===== src/rtl/seg_scan_ctrl_if.sv =====
// Host/display bundle for seg_scan_ctrl: register-file writes and scan enable in,
// decoder select, segment data and frame pulse out.
interface seg_scan_ctrl_if;
    logic       scan_en;
    logic       wr_en;
    logic [2:0] wr_addr;
    logic [4:0] wr_data;
    logic [2:0] sel;
    logic       sel_en;
    logic [7:0] seg;
    logic       frame_tick;

    modport master (
        output scan_en, wr_en, wr_addr, wr_data,
        input  sel, sel_en, seg, frame_tick
    );

    modport slave (
        input  scan_en, wr_en, wr_addr, wr_data,
        output sel, sel_en, seg, frame_tick
    );
endinterface


===== src/rtl/seg_scan_ctrl.sv =====
// Time-multiplexed 8-digit common-anode seven-segment scan controller.
// Define SEG_SCAN_LZB_EN to enable leading-zero blanking.
module seg_scan_ctrl #(
    parameter int unsigned DIV_CNT   = 50000,
    parameter int unsigned BLANK_CNT = 500,
    parameter int unsigned DIGITS    = 8
) (
    input  logic            clk,
    input  logic            rst_n,
    seg_scan_ctrl_if.slave  bus
);

    localparam int unsigned CMAX = (DIV_CNT > BLANK_CNT) ? DIV_CNT : BLANK_CNT;
    localparam int unsigned CW   = $clog2((CMAX > 2) ? CMAX : 2);

    localparam logic [CW-1:0] DIV_LAST   = CW'(DIV_CNT - 1);
    localparam logic [CW-1:0] BLANK_LAST = CW'((BLANK_CNT == 0) ? 0 : BLANK_CNT - 1);
    localparam logic [2:0]    IDX_LAST   = 3'(DIGITS - 1);

    typedef enum logic [1:0] {
        IDLE,
        SHOW,
        BLANK
    } state_t;

    state_t        state_q, state_d;
    logic [2:0]    idx_q, idx_d, idx_next;
    logic [CW-1:0] cnt_q, cnt_d;
    logic          start;

    logic [4:0]    digit_q [8];
    logic [7:0]    lz_blank;

    logic [2:0]    sel_q, sel_d;
    logic          sel_en_q, sel_en_d;
    logic [7:0]    seg_q, seg_d;
    logic          frame_tick_q, frame_tick_d;

    function automatic logic [7:0] encode(input logic [4:0] d);
        logic [6:0] s;
        case (d[3:0])
            4'h0: s = 7'h40;
            4'h1: s = 7'h79;
            4'h2: s = 7'h24;
            4'h3: s = 7'h30;
            4'h4: s = 7'h19;
            4'h5: s = 7'h12;
            4'h6: s = 7'h02;
            4'h7: s = 7'h78;
            4'h8: s = 7'h00;
            4'h9: s = 7'h10;
            4'hA: s = 7'h08;
            4'hB: s = 7'h03;
            4'hC: s = 7'h46;
            4'hD: s = 7'h21;
            4'hE: s = 7'h06;
            default: s = 7'h0E;
        endcase
        return {~d[4], s};
    endfunction

    always_ff @(posedge clk or negedge rst_n) begin
        if (!rst_n) begin
            for (int unsigned i = 0; i < 8; i++) begin
                digit_q[i] <= '0;
            end
        end else if (bus.wr_en) begin
            digit_q[bus.wr_addr] <= bus.wr_data;
        end
    end

`ifdef SEG_SCAN_LZB_EN
    // A digit blanks only while it and every higher active digit are all-zero (dp included).
    always_comb begin
        logic        run;
        int unsigned i;
        lz_blank = '0;
        run      = 1'b1;
        for (int unsigned k = 0; k + 1 < DIGITS; k++) begin
            i           = DIGITS - 1 - k;
            run         = run & (digit_q[3'(i)] == 5'h00);
            lz_blank[3'(i)] = run;
        end
    end
`else
    assign lz_blank = '0;
`endif

    assign idx_next = (idx_q == IDX_LAST) ? '0 : idx_q + 3'd1;

    always_comb begin
        state_d = state_q;
        idx_d   = idx_q;
        cnt_d   = cnt_q;
        start   = 1'b0;
        if (!bus.scan_en) begin
            state_d = IDLE;
            idx_d   = '0;
            cnt_d   = '0;
        end else begin
            unique case (state_q)
                IDLE: begin
                    state_d = SHOW;
                    idx_d   = '0;
                    cnt_d   = '0;
                    start   = 1'b1;
                end
                SHOW: begin
                    if (cnt_q == DIV_LAST) begin
                        cnt_d = '0;
                        if (BLANK_CNT != 0) begin
                            state_d = BLANK;
                        end else begin
                            idx_d = idx_next;
                            start = 1'b1;
                        end
                    end else begin
                        cnt_d = cnt_q + CW'(1);
                    end
                end
                BLANK: begin
                    if (cnt_q == BLANK_LAST) begin
                        state_d = SHOW;
                        idx_d   = idx_next;
                        cnt_d   = '0;
                        start   = 1'b1;
                    end else begin
                        cnt_d = cnt_q + CW'(1);
                    end
                end
                default: state_d = IDLE;
            endcase
        end
    end

    // Outputs are decoded from the next state so sel/sel_en/seg move together on one edge.
    always_comb begin
        sel_d        = idx_d;
        sel_en_d     = (state_d == SHOW);
        seg_d        = 8'hFF;
        frame_tick_d = start && (idx_d == 3'd0);
        if (sel_en_d && !lz_blank[idx_d]) begin
            seg_d = encode(digit_q[idx_d]);
        end
    end

    always_ff @(posedge clk or negedge rst_n) begin
        if (!rst_n) begin
            state_q      <= IDLE;
            idx_q        <= '0;
            cnt_q        <= '0;
            sel_q        <= '0;
            sel_en_q     <= 1'b0;
            seg_q        <= '1;
            frame_tick_q <= 1'b0;
        end else begin
            state_q      <= state_d;
            idx_q        <= idx_d;
            cnt_q        <= cnt_d;
            sel_q        <= sel_d;
            sel_en_q     <= sel_en_d;
            seg_q        <= seg_d;
            frame_tick_q <= frame_tick_d;
        end
    end

    assign bus.sel        = sel_q;
    assign bus.sel_en     = sel_en_q;
    assign bus.seg        = seg_q;
    assign bus.frame_tick = frame_tick_q;

endmodule


===== src/flat_wrapper.sv =====
// flat-port wrapper written by rule: the top's interface ports become plain ports
module seg_scan_ctrl_flat 
#(
    parameter int unsigned DIV_CNT   = 50000,
    parameter int unsigned BLANK_CNT = 500,
    parameter int unsigned DIGITS    = 8
)
  (clk, rst_n, bus_scan_en, bus_wr_en, bus_wr_addr, bus_wr_data, bus_sel, bus_sel_en, bus_seg, bus_frame_tick);
  seg_scan_ctrl_if bus_i ();
  input  logic clk;
  input  logic rst_n;
  input wire logic [$bits(bus_i.scan_en)-1:0] bus_scan_en;
  input wire logic [$bits(bus_i.wr_en)-1:0] bus_wr_en;
  input wire logic [$bits(bus_i.wr_addr)-1:0] bus_wr_addr;
  input wire logic [$bits(bus_i.wr_data)-1:0] bus_wr_data;
  output wire logic [$bits(bus_i.sel)-1:0] bus_sel;
  output wire logic [$bits(bus_i.sel_en)-1:0] bus_sel_en;
  output wire logic [$bits(bus_i.seg)-1:0] bus_seg;
  output wire logic [$bits(bus_i.frame_tick)-1:0] bus_frame_tick;
  assign bus_i.scan_en = bus_scan_en;
  assign bus_i.wr_en = bus_wr_en;
  assign bus_i.wr_addr = bus_wr_addr;
  assign bus_i.wr_data = bus_wr_data;
  assign bus_sel = bus_i.sel;
  assign bus_sel_en = bus_i.sel_en;
  assign bus_seg = bus_i.seg;
  assign bus_frame_tick = bus_i.frame_tick;
  seg_scan_ctrl #(.DIV_CNT(DIV_CNT), .BLANK_CNT(BLANK_CNT), .DIGITS(DIGITS)) u_core (.clk(clk), .rst_n(rst_n), .bus(bus_i));
endmodule

===== config.mk =====
export PLATFORM = sky130hd
export DESIGN_NAME = seg_scan_ctrl_flat
export DESIGN_NICKNAME = d
export VERILOG_FILES = /design/src/rtl/seg_scan_ctrl_if.sv /design/src/rtl/seg_scan_ctrl.sv /design/src/flat_wrapper.sv
export SDC_FILE = /design/constraint.sdc
export NUM_CORES = 1
export LEC_CHECK = 0
export ABC_AREA = 0
export BUFFER_PORTS_ARGS = -buffer_cell sky130_fd_sc_hd__buf_2
export CAP_MARGIN = 10
export CORE_MARGIN = 2
export CORE_UTILIZATION = 45
export CTS_CLUSTER_DIAMETER = 200
export DETAILED_ROUTE_END_ITERATION = 12
export GPL_TIMING_DRIVEN = 0
export PLACE_DENSITY_LB_ADDON = 0.15
export SLEW_MARGIN = 0
export SYNTH_ARGS = -nofsm -noshare
export SYNTH_HDL_FRONTEND = slang
export SYNTH_SLANG_ARGS = --single-unit

===== constraint.sdc =====
create_clock -name clk -period 7.1 [get_ports clk]
set_input_delay 0.71 -clock clk [delete_from_list [all_inputs] [get_ports clk]]
set_output_delay 0.71 -clock clk [all_outputs]
set_load 0.05 [all_outputs]

==> results.md <==
- Clock tree root buffer cell: clkbuf_8
- GRT Total Usage: 19.4%
- Total setup buffers inserted after CTS: 0
- Peak Freq: 217 MHz
- Die H: 96.2 um
- Share of cells above drive strength 1: 27.3%
- CP Launch Type: register
- Vias in the first global route: 2554
- Ant diodes: 0
- Syn nets: 374
- Flop2flop setup slack: 2.49 ns
- CP arrival: 4.86 ns
- Rel. slew slack: 31.4%
- Hold buffers post-CTS: 0
- Final Cell Area: 0.00430 mm^2
- Clock skew: 0.0109 ns
- DR vias/cell: 5.52
- H-tree level count: 3
- # DRC: 0
- FF-to-FF End: u_core.bus.seg[4]
- Total number of vias: 2722
- Synth cell types: 52
- Slack of the critical path: 2.49 ns
- NumNets Final: 409
- Total grt overflow: 0
- Sequential element share of the synthesized area: 46.8%
- Routability cong.: 0.766
- CP Data Required Time: 7.35 ns
- Largest net degree at the start of global routing: 72
- Per-cell routed wire length: 16.6 um
- Total negative slack: 0 ns
- Critical Path End Type: register
- Most used flip-flop cell after synthesis: dfrtp_1
- Initial antenna violation count: 0
- Min Hold Slack: 0.463 ns
- Max clock buf depth: 2
- CTS tree: done
- Final wirelength: 8170 um
- Placed inst area: 0.00408 mm^2
- Status: completed
- Synth Cell Area: 0.00382 mm^2
- Share of the synthesized area in the top cell type: 41.3%
- Worst R2R Path Depth: 13
- IO Pins: 25
- Post-synth EDFFs: 0
- Crit path max fanout: 10
- Fraction of registers with async set or reset after synthesis: 100%
- Setup CP Type: register to register
- Area Overhead vs Synth: 12.6%
- Die area: 0.00924 mm^2
- Top cell type by total area after synthesis: dfrtp_1
- Count leader, synth: dfrtp_1
- Power Density: 254 mW/mm^2
- Crit share post-route: 64.9%
- First-pass GRT wire length: 13300 um
- Synth Instances: 348
- Max VDD drop: 0.000118 V
- Detail Route Antenna Nets: 0
- Starting density of the core: 46.5%
- Clk_lat worst skew: 0.35 ns
- Worst slew pin tran: 1.03 ns
- Post-synth top cells: dfrtp_1, mux2_2, nand2_1
- LEAKAGE: 1.88 nW
- Number of port buffers: 24
- Num CTS Buffers: 9
- Synthesized flop and latch total: 71
- Num rows: 33
- Max Cap Viol: 0
- Clock sink total: 71
- Final Max Slew Viols: 0
- Worst r2r src: u_core.cnt_q[0]
- RSZ-0062 raised after global routing: no
- Clk pin slew, worst setup/hold paths: 0.08 ns
- YS warnings: 0
- DP HPWL: 5510 um
- Pre-antenna DRT Iters: 5
- Pre-CTS WS: 2.51 ns
- Post-Syn Area per Cell: 11.0 um^2
- Synth area leaders: dfrtp_1, mux2_2, dfstp_2
- Hold Vio Cnt, Final: 0
- Post_cts resized: 0
- Core footprint: 0.00822 mm^2
- Hold/Removal Path Class: input port to async pin
- Min cycle time layout: 4.61 ns
- Final setup fails: 0
- Iter 0 DRT Violations: 187
- Width of the die: 96.2 um
## area by class of cell
cell class                 instances  area, um^2
timing repair buffer              24         123
tap                              105         131
fill                             736        3920
clock buffer                       9         124
buffer                             8        53.8
sequential                        71        1790
multi-input combinational        254        1920
inverter                          15        56.3
clock inverter                     7         103
## report_power, final
group | leakage (nW) | total (mW) | switching (mW) | internal, mW
Combinational | 0.889 | 0.223 | 0.125 | 0.0983
Sequential | 0.881 | 0.497 | 0.0277 | 0.469
Clock | 0.111 | 0.372 | 0.170 | 0.202
## worst max-delay path by stage
stage	startpoint	end	slack (ns)	cells after the start
6_report	u_core.cnt_q[0]	u_core.bus.seg[4]	2.49	13
3_5_place_dp	u_core.cnt_q[0]	u_core.bus.seg[4]	2.51	13
2_1_floorplan	u_core.cnt_q[0]	u_core.bus.seg[4]	3.38	13
5_1_grt	u_core.cnt_q[0]	u_core.bus.seg[4]	2.16	13
4_1_cts	u_core.cnt_q[0]	u_core.bus.seg[4]	2.47	13
3_3_place_gp	u_core.cnt_q[0]	u_core.bus.seg[4]	2.52	13
## routing by layer
metal / part of all wire [%] / wire length [um] / track usage [%]
met5: 0 / 0 / 0
met4: 1.5 / 124 / 6.19
met3: 3.6 / 297 / 4.62
met2: 46 / 3800 / 29.5
met1: 48 / 3950 / 27.2
## cell families (layout without fill, tap and decap cells)
| family | Yosys count | after routing | share of synthesized area [%] |
|---|---|---|---|
| simple gates | 122 | 122 | 17.4 |
| flops | 71 | 71 | 46.8 |
| mux | 64 | 64 | 18.6 |
| compound gates | 48 | 48 | 8.38 |
| buf+inv | 23 | 63 | 2.88 |
| fa+ha+maj | 14 | 14 | 4.58 |
| xor+xnor | 6 | 6 | 1.38 |
## critical path: stages, from the launching register on
cell and delay, ns:
dfrtp_1 0.41, ha_1 0.25, or4b_1 0.53, nor4_4 0.50, mux2i_2 0.77, buf_6 0.26, mux2i_1 0.19, mux2i_1 0.08
mux2i_1 0.63, inv_1 0.21, ha_1 0.25, mux2_2 0.26, nand2_1 0.07, nand3_1 0.09
## registers in the layout, indices dropped and copies added (netlist names)
register,count
u_core.bus.frame_tick,1
u_core.idx_q,3
u_core.bus.sel_en,1
u_core.cnt_q,16
u_core.digit_q,40
u_core.state_q,2
u_core.bus.seg,8
## per-stage QoR
stage | power (mW) | utilization, % | instances
floorplan | 0.672 | - | 348
global placement | 0.721 | 49.6 | 477
detailed placement | 0.728 | 49.6 | 477
CTS | 1.10 | 52.4 | 493
global route | 1.15 | 52.4 | 493
finish | 1.09 | 52.4 | 493
## layout by cell type (no fill, tap or decap), types with 3 or more instances in the layout
cell type,netlist,routed
nand4b_1,6,6
clkbuf_8,0,9
o211ai_1,4,4
inv_1,14,14
ha_1,14,14
o31ai_1,4,4
nor3_1,7,7
nand3_1,12,12
nor3b_1,6,6
and3_1,5,5
nand4_1,4,4
clkbuf_1,4,4
inv_6,0,3
a21oi_1,6,6
buf_6,3,3
nand2_1,34,34
mux2_2,43,43
dfrtp_1,63,63
xor2_1,4,4
mux2i_1,19,19
o21ai_0,22,22
buf_2,1,24
dfstp_2,8,8
nand2b_1,5,5
nor2_1,23,23
Note: power is estimated with default switching activity, not from simulation.
